`src/rtl/alu_seq_pkg.sv`:
```
// Shared definitions for alu_op_sequencer: main_ALU opcodes, FSM states and
// the per-opcode latency lookup.
package alu_seq_pkg;

  localparam logic [1:0] OP_ADD = 2'b00;
  localparam logic [1:0] OP_SUB = 2'b01;
  localparam logic [1:0] OP_2   = 2'b10;
  localparam logic [1:0] OP_MUL = 2'b11;

  localparam int ALU_LAT_DEF = 2;
  localparam int MUL_LAT_DEF = 26;

  typedef enum logic [1:0] {
    S_IDLE = 2'd0,
    S_WAIT = 2'd1,
    S_RESP = 2'd2
  } state_t;

  // Cycles from operand drive until main_ALU presents a valid result.
  function automatic int lat_for(input logic [1:0] op,
                                 input int alu_lat = ALU_LAT_DEF,
                                 input int mul_lat = MUL_LAT_DEF);
    return (op == OP_MUL) ? mul_lat : alu_lat;
  endfunction

endpackage

```
`src/rtl/alu_seq_lat_cnt.sv`:
```
// Loadable down-counter that stops at zero and flags it; times the main_ALU
// result latency for alu_op_sequencer.
module alu_seq_lat_cnt
  import alu_seq_pkg::*;
#(
  parameter int W = 5
) (
  input  logic         clock,
  input  logic         reset,
  input  logic         i_load,
  input  logic [W-1:0] i_val,
  input  logic         i_dec,
  output logic         o_zero
);

  logic [W-1:0] r_cnt;

  always_ff @(posedge clock or posedge reset) begin
    if (reset) begin
      r_cnt <= '0;
    end else if (i_load) begin
      r_cnt <= i_val;
    end else if (i_dec && (r_cnt != '0)) begin
      r_cnt <= r_cnt - 1'b1;
    end
  end

  assign o_zero = (r_cnt == '0);

endmodule

```
`src/rtl/alu_op_sequencer.sv`:
```
// Single-outstanding command sequencer for main_ALU: drives and holds operands
// for the opcode latency, then returns {Z,Y},O,C on a valid/ready channel.
// Define ALU_SEQ_STATS_EN to add stat_ops/stat_ovf response counters.
module alu_op_sequencer
  import alu_seq_pkg::*;
#(
  parameter int DATA_W  = 8,
  parameter int ALU_LAT = ALU_LAT_DEF,
  parameter int MUL_LAT = MUL_LAT_DEF
) (
  input  logic                clock,
  input  logic                reset,
  input  logic                cmd_valid,
  output logic                cmd_ready,
  input  logic [1:0]          cmd_op,
  input  logic [DATA_W-1:0]   cmd_a,
  input  logic [DATA_W-1:0]   cmd_b,
  output logic [1:0]          alu_opcode,
  output logic [DATA_W-1:0]   alu_a,
  output logic [DATA_W-1:0]   alu_b,
  input  logic [DATA_W-1:0]   alu_y,
  input  logic [DATA_W-1:0]   alu_z,
  input  logic                alu_o,
  input  logic                alu_c,
  output logic                rsp_valid,
  input  logic                rsp_ready,
  output logic [2*DATA_W-1:0] rsp_data,
  output logic                rsp_o,
  output logic                rsp_c
`ifdef ALU_SEQ_STATS_EN
  ,
  output logic [15:0]         stat_ops,
  output logic [15:0]         stat_ovf
`endif
);

  localparam int MAX_LAT = (ALU_LAT > MUL_LAT) ? ALU_LAT : MUL_LAT;
  localparam int CNT_W   = (MAX_LAT > 1) ? $clog2(MAX_LAT) : 1;

  if (ALU_LAT < 1 || MUL_LAT < 1) begin : g_bad_lat
    $error("alu_op_sequencer: ALU_LAT and MUL_LAT must both be >= 1");
  end

  state_t             r_state;
  state_t             w_state_nxt;
  logic               w_accept;
  logic               w_capture;
  logic               w_rsp_hs;
  logic               w_cnt_dec;
  logic               w_cnt_zero;
  logic [CNT_W-1:0]   w_cnt_load;
  logic [DATA_W-1:0]  w_z_keep;

  assign cmd_ready  = (r_state == S_IDLE);
  assign rsp_valid  = (r_state == S_RESP);
  assign w_accept   = cmd_ready && cmd_valid;
  assign w_cnt_dec  = (r_state == S_WAIT);
  assign w_capture  = w_cnt_dec && w_cnt_zero;
  assign w_rsp_hs   = rsp_valid && rsp_ready;
  assign w_cnt_load = CNT_W'(lat_for(cmd_op, ALU_LAT, MUL_LAT) - 1);
  // Only the multiply produces a high half; other opcodes report Z as zero.
  assign w_z_keep   = (alu_opcode == OP_MUL) ? alu_z : '0;

  always_comb begin
    w_state_nxt = r_state;
    case (r_state)
      S_IDLE:  if (cmd_valid)  w_state_nxt = S_WAIT;
      S_WAIT:  if (w_cnt_zero) w_state_nxt = S_RESP;
      S_RESP:  if (w_rsp_hs)   w_state_nxt = S_IDLE;
      default:                 w_state_nxt = S_IDLE;
    endcase
  end

  alu_seq_lat_cnt #(.W(CNT_W)) u_lat_cnt (
    .clock  (clock),
    .reset  (reset),
    .i_load (w_accept),
    .i_val  (w_cnt_load),
    .i_dec  (w_cnt_dec),
    .o_zero (w_cnt_zero)
  );

  // alu_* are left at the last operation after completion to keep the ALU quiet.
  always_ff @(posedge clock or posedge reset) begin
    if (reset) begin
      r_state    <= S_IDLE;
      alu_opcode <= '0;
      alu_a      <= '0;
      alu_b      <= '0;
      rsp_data   <= '0;
      rsp_o      <= 1'b0;
      rsp_c      <= 1'b0;
    end else begin
      r_state <= w_state_nxt;
      if (w_accept) begin
        alu_opcode <= cmd_op;
        alu_a      <= cmd_a;
        alu_b      <= cmd_b;
      end
      if (w_capture) begin
        rsp_data <= {w_z_keep, alu_y};
        rsp_o    <= alu_o;
        rsp_c    <= alu_c;
      end
    end
  end

`ifdef ALU_SEQ_STATS_EN
  always_ff @(posedge clock or posedge reset) begin
    if (reset) begin
      stat_ops <= '0;
      stat_ovf <= '0;
    end else if (w_rsp_hs) begin
      stat_ops <= stat_ops + 16'd1;
      if (rsp_o) stat_ovf <= stat_ovf + 16'd1;
    end
  end
`else
  // Statistics disabled: no counters, core path unchanged.
`endif

endmodule

```
`config.mk`:
```
export PLATFORM = sky130hd
export DESIGN_NAME = alu_op_sequencer
export DESIGN_NICKNAME = d
export VERILOG_FILES = /design/src/rtl/alu_seq_pkg.sv /design/src/rtl/alu_seq_lat_cnt.sv /design/src/rtl/alu_op_sequencer.sv
export SDC_FILE = /design/constraint.sdc
export NUM_CORES = 1
export LEC_CHECK = 0
export CAP_MARGIN = 20
export CORE_MARGIN = 4
export CORE_UTILIZATION = 35
export CTS_BUF_LIST = sky130_fd_sc_hd__clkbuf_2 sky130_fd_sc_hd__clkbuf_4 sky130_fd_sc_hd__clkbuf_8
export DETAILED_ROUTE_END_ITERATION = 10
export PLACE_DENSITY = 0.76
export SYNTH_ARGS = -nofsm -noshare
export SYNTH_HDL_FRONTEND = slang
export SYNTH_SLANG_ARGS = --single-unit
```
`constraint.sdc`:
```
create_clock -name clock -period 2.8 [get_ports clock]
set_clock_uncertainty 0.15 [all_clocks]
set_input_delay 0.7 -clock clock [delete_from_list [all_inputs] [get_ports clock]]
set_output_delay 0.7 -clock clock [all_outputs]
set_load 0.01 [all_outputs]
```
==> impl_metrics.py <==
metrics = {
    "critical_path": {
        "cp_cell_sequence": "nor2b_1 > clkdlybuf4s50_1",
        "worst_setup_path_end_kind": "output pin",
        "path_buf_inv": 1,
        "critPathMaxFanout": 8,
        "worst-path-stages": 2,
        "cpMaxStageDelayCell": "clkdlybuf4s50_1",
        "crit_arrival_ns": 1.63,
        "cpPeakStageDelay_ns": 0.58,
        "worstSetupPathType": "reg2out",
        "crit_family": "buffers and inverters",
        "cp.required_ns": 1.95,
        "worstSetupStartpointType": "flip-flop",
        "reg2reg_depth": 5,
    },
    "clocking": {
        "clkLatencyLatePin_ns": 0.28,
        "clkSlewWorstSetupHoldPaths_ns": 0.07,
        "cts_setup_buffers": 0,
        "cts_max_level": 2,
        "cts_sinks": 43,
        "ctsRootBufferMaster": "clkbuf_8",
        "cts_buffer_depth": 2,
        "cts_tree": "built",
        "cts.repair.resized": 0,
        "cts_buffers": 5,
        "postCtsHoldBufs": 0,
    },
    "synthesis": {
        "syn_avg_cell_area_um2": 10.7,
        "ys_types": 31,
        "yosysWarningCount": 0,
        "syn-instance-count": 170,
        "synth_area_um2": 1820,
        "ys_seq_elements": 43,
        "seq_area_frac_synth_pct": 59.1,
        "synthesis.nets": 211,
    },
    "floorplanning": {
        "start_util_pct": 37.3,
        "core_um2": 4880,
        "die_h_um": 80.1,
        "dieArea_um2": 6420,
        "top_level_ports": 78,
        "rows": 25,
        "dieWidth_um": 80.1,
    },
    "worst_hold_path": {
        "hold_depth": 2,
        "worst_hold_path_type": "reg2reg",
    },
    "sta": {
        "slew_headroom_pct": 64.6,
        "slew_violations": 0,
        "worst_pin_slew_ns": 0.529,
        "fin_crit_sh_pct": 88.7,
        "max_freq_mhz": 403,
        "min_period_ns": 2.48,
        "hold_ws_ns": 0.330,
        "final-setup-viol-count": 0,
        "totalNegativeSetupSlack_ns": 0,
        "hold_viol": 0,
        "rsz0062_at_grt": "no",
    },
    "pwr": {
        "p_int_mw": 1.79,
        "power_density_nw_per_um2": 966,
        "share_seq_of_total_power_pct": 40.2,
        "p_sw_uw": 897,
        "p_leak_nw": 1.31,
        "power_switching_share_pct": 33.3,
        "combPwrFrac_pct": 45.6,
        "vdd_ir_drop_max_v": 0.000330,
        "p_clk_share_pct": 14.2,
    },
    "global_routing": {
        "grt_start_max_net_pins": 23,
        "grt_pass1_vias": 1590,
        "grt_overflow_total": 0,
        "grtUsageTotal_pct": 14.0,
        "antenna_found_initial": 0,
        "grt_pass1_wl_um": 7130,
    },
    "placement": {
        "postPlaceCellArea_um2": 2700,
        "numPortBuffers": 77,
        "hpwl_um": 3290,
        "gp_congestion": 0.709,
    },
    "drt": {
        "viasPerCell": 4.66,
        "drtIter0Drc": 38,
        "wl_per_cell_um": 13.2,
        "ant_nets": 0,
        "drcViolationCount": 0,
        "num_vias": 1497,
        "drt_pass1_iterations": 5,
        "wl_um": 4240,
    },
    "layout": {
        "syn_to_final_growth_pct": 52.9,
        "final_cell_mix": "clkdlybuf4s50_1, nand2_1, dfrtp_1, mux2_1, mux2_2",
        "stdcell_area_um2": 2790,
        "layout.nets": 294,
        "antenna_cells": 0,
        "layout_commonest_cell": "clkdlybuf4s50_1",
        "drive_above_1_share_pct": 10.6,
    },
    "flow_run": {
        "maxCapViolations": 0,
    },
    "outcome": {
        "status": "finished clean",
    },
}
==> stage by stage <==
| stage | instances | total power, mW | utilization (%) | setup WS (ns) |
|---|---|---|---|---|
| 5_1_grt | 321 | 2.90 | 57.1 | 0.261 |
| 4_1_cts | 321 | 2.74 | 57.1 | 0.321 |
| 6_report | 321 | 2.69 | 57.1 | 0.318 |
| 2_1_floorplan | 170 | 1.67 | - | 0.666 |
| 3_3_place_gp | 313 | 2.30 | 55.3 | 0.453 |
| 3_5_place_dp | 313 | 2.35 | 55.3 | 0.410 |
==> Yosys cell counts, drive strengths merged <==
cell type / count / area share, %
nand3: 2 / 0.55
inv: 6 / 1.2
nor2: 5 / 1.2
nor3: 1 / 0.89
a21oi: 1 / 0.27
o21bai: 1 / 0.41
buf: 1 / 0.62
and3b: 1 / 0.48
nand2b: 1 / 0.34
ha: 1 / 0.69
and3: 8 / 2.7
mux2i: 1 / 0.55
o22a: 1 / 0.48
nand2: 57 / 12
a22oi: 2 / 0.82
dfrtp: 43 / 59
a211oi: 1 / 0.41
nand3b: 1 / 0.41
o2111ai: 1 / 0.48
o21ai: 4 / 1.1
o22ai: 1 / 0.34
xor2: 1 / 0.48
nor2b: 3 / 1.0
a21o: 1 / 0.41
mux2: 18 / 11
clkbuf: 5 / 1.0
nor3b: 2 / 1.1
==> area by class of cell <==
class	instances	area, um2
multi-input cells	115	693
fillers	438	2090
clock inverters	1	5.00
well taps	67	83.8
flip-flops and latches	43	1080
repair buffers	82	821
inverters	6	22.5
clock buffers	7	83.8
==> power by group through the flow <==
| stage | Sequential [mW] | Clock, mW | Combinational, mW |
|---|---|---|---|
| finish | 1.08 | 0.381 | 1.23 |
| global route | 1.13 | 0.421 | 1.35 |
| CTS | 1.09 | 0.398 | 1.25 |
| detailed placement | 1.10 | 0 | 1.25 |
| global placement | 1.09 | 0 | 1.22 |
| floorplan | 1.16 | 0 | 0.502 |
==> path summary, 6_finish.rpt <==
path	start	to	slack [ns]
min in group asynchronous	reset	alu_b[0]$_DFFE_PP0P_	0.53
hold / removal	alu_a[6]$_DFFE_PP0P_	alu_a[6]$_DFFE_PP0P_	0.33
setup reg to reg	u_lat_cnt.r_cnt[0]$_DFFE_PP0P_	rsp_data[1]$_DFFE_PP0P_	0.72
max in group asynchronous	reset	rsp_o$_DFFE_PP0P_	1.44
hold reg to reg	alu_a[6]$_DFFE_PP0P_	alu_a[6]$_DFFE_PP0P_	0.33
setup / recovery	r_state[1]$_DFFE_PP0P_	rsp_valid	0.32
==> kinds of logic after synthesis <==
group	count (synthesis)	share of synthesized area (%)
and+or+nand+nor	81	20.5
DFF	43	59.1
muxes	19	11.7
AOI/OAI and AO/OA	13	4.74
buffers and inverters	12	2.88
xor gates and xnor gates	1	0.481
adders and majority gates	1	0.687
==> registers in the layout (all words and copies together), names as in the netlist <==
signal           flops
rsp_data            16
alu_a                8
alu_b                8
u_lat_cnt.r_cnt      5
alu_opcode           2
r_state              2
rsp_c                1
rsp_o                1
==> layer usage <==
layer	global-route usage, %	up-vias	part of all wire, %
li1	-	729	-
met1	15.3	715	39
met2	27.0	48	55
met3	3.25	5	5.3
met4	3.04	0	0.71
met5	0	-	0
==> worst register-to-register path, stage by stage (launching register included) <==
cell and delay (ns):
dfrtp_1 0.40, nor2_1 0.22, nand3b_1 0.21, nor3_4 0.46, buf_12 0.21, mux2_1 0.33
Note: power is estimated with default switching activity, not from simulation.
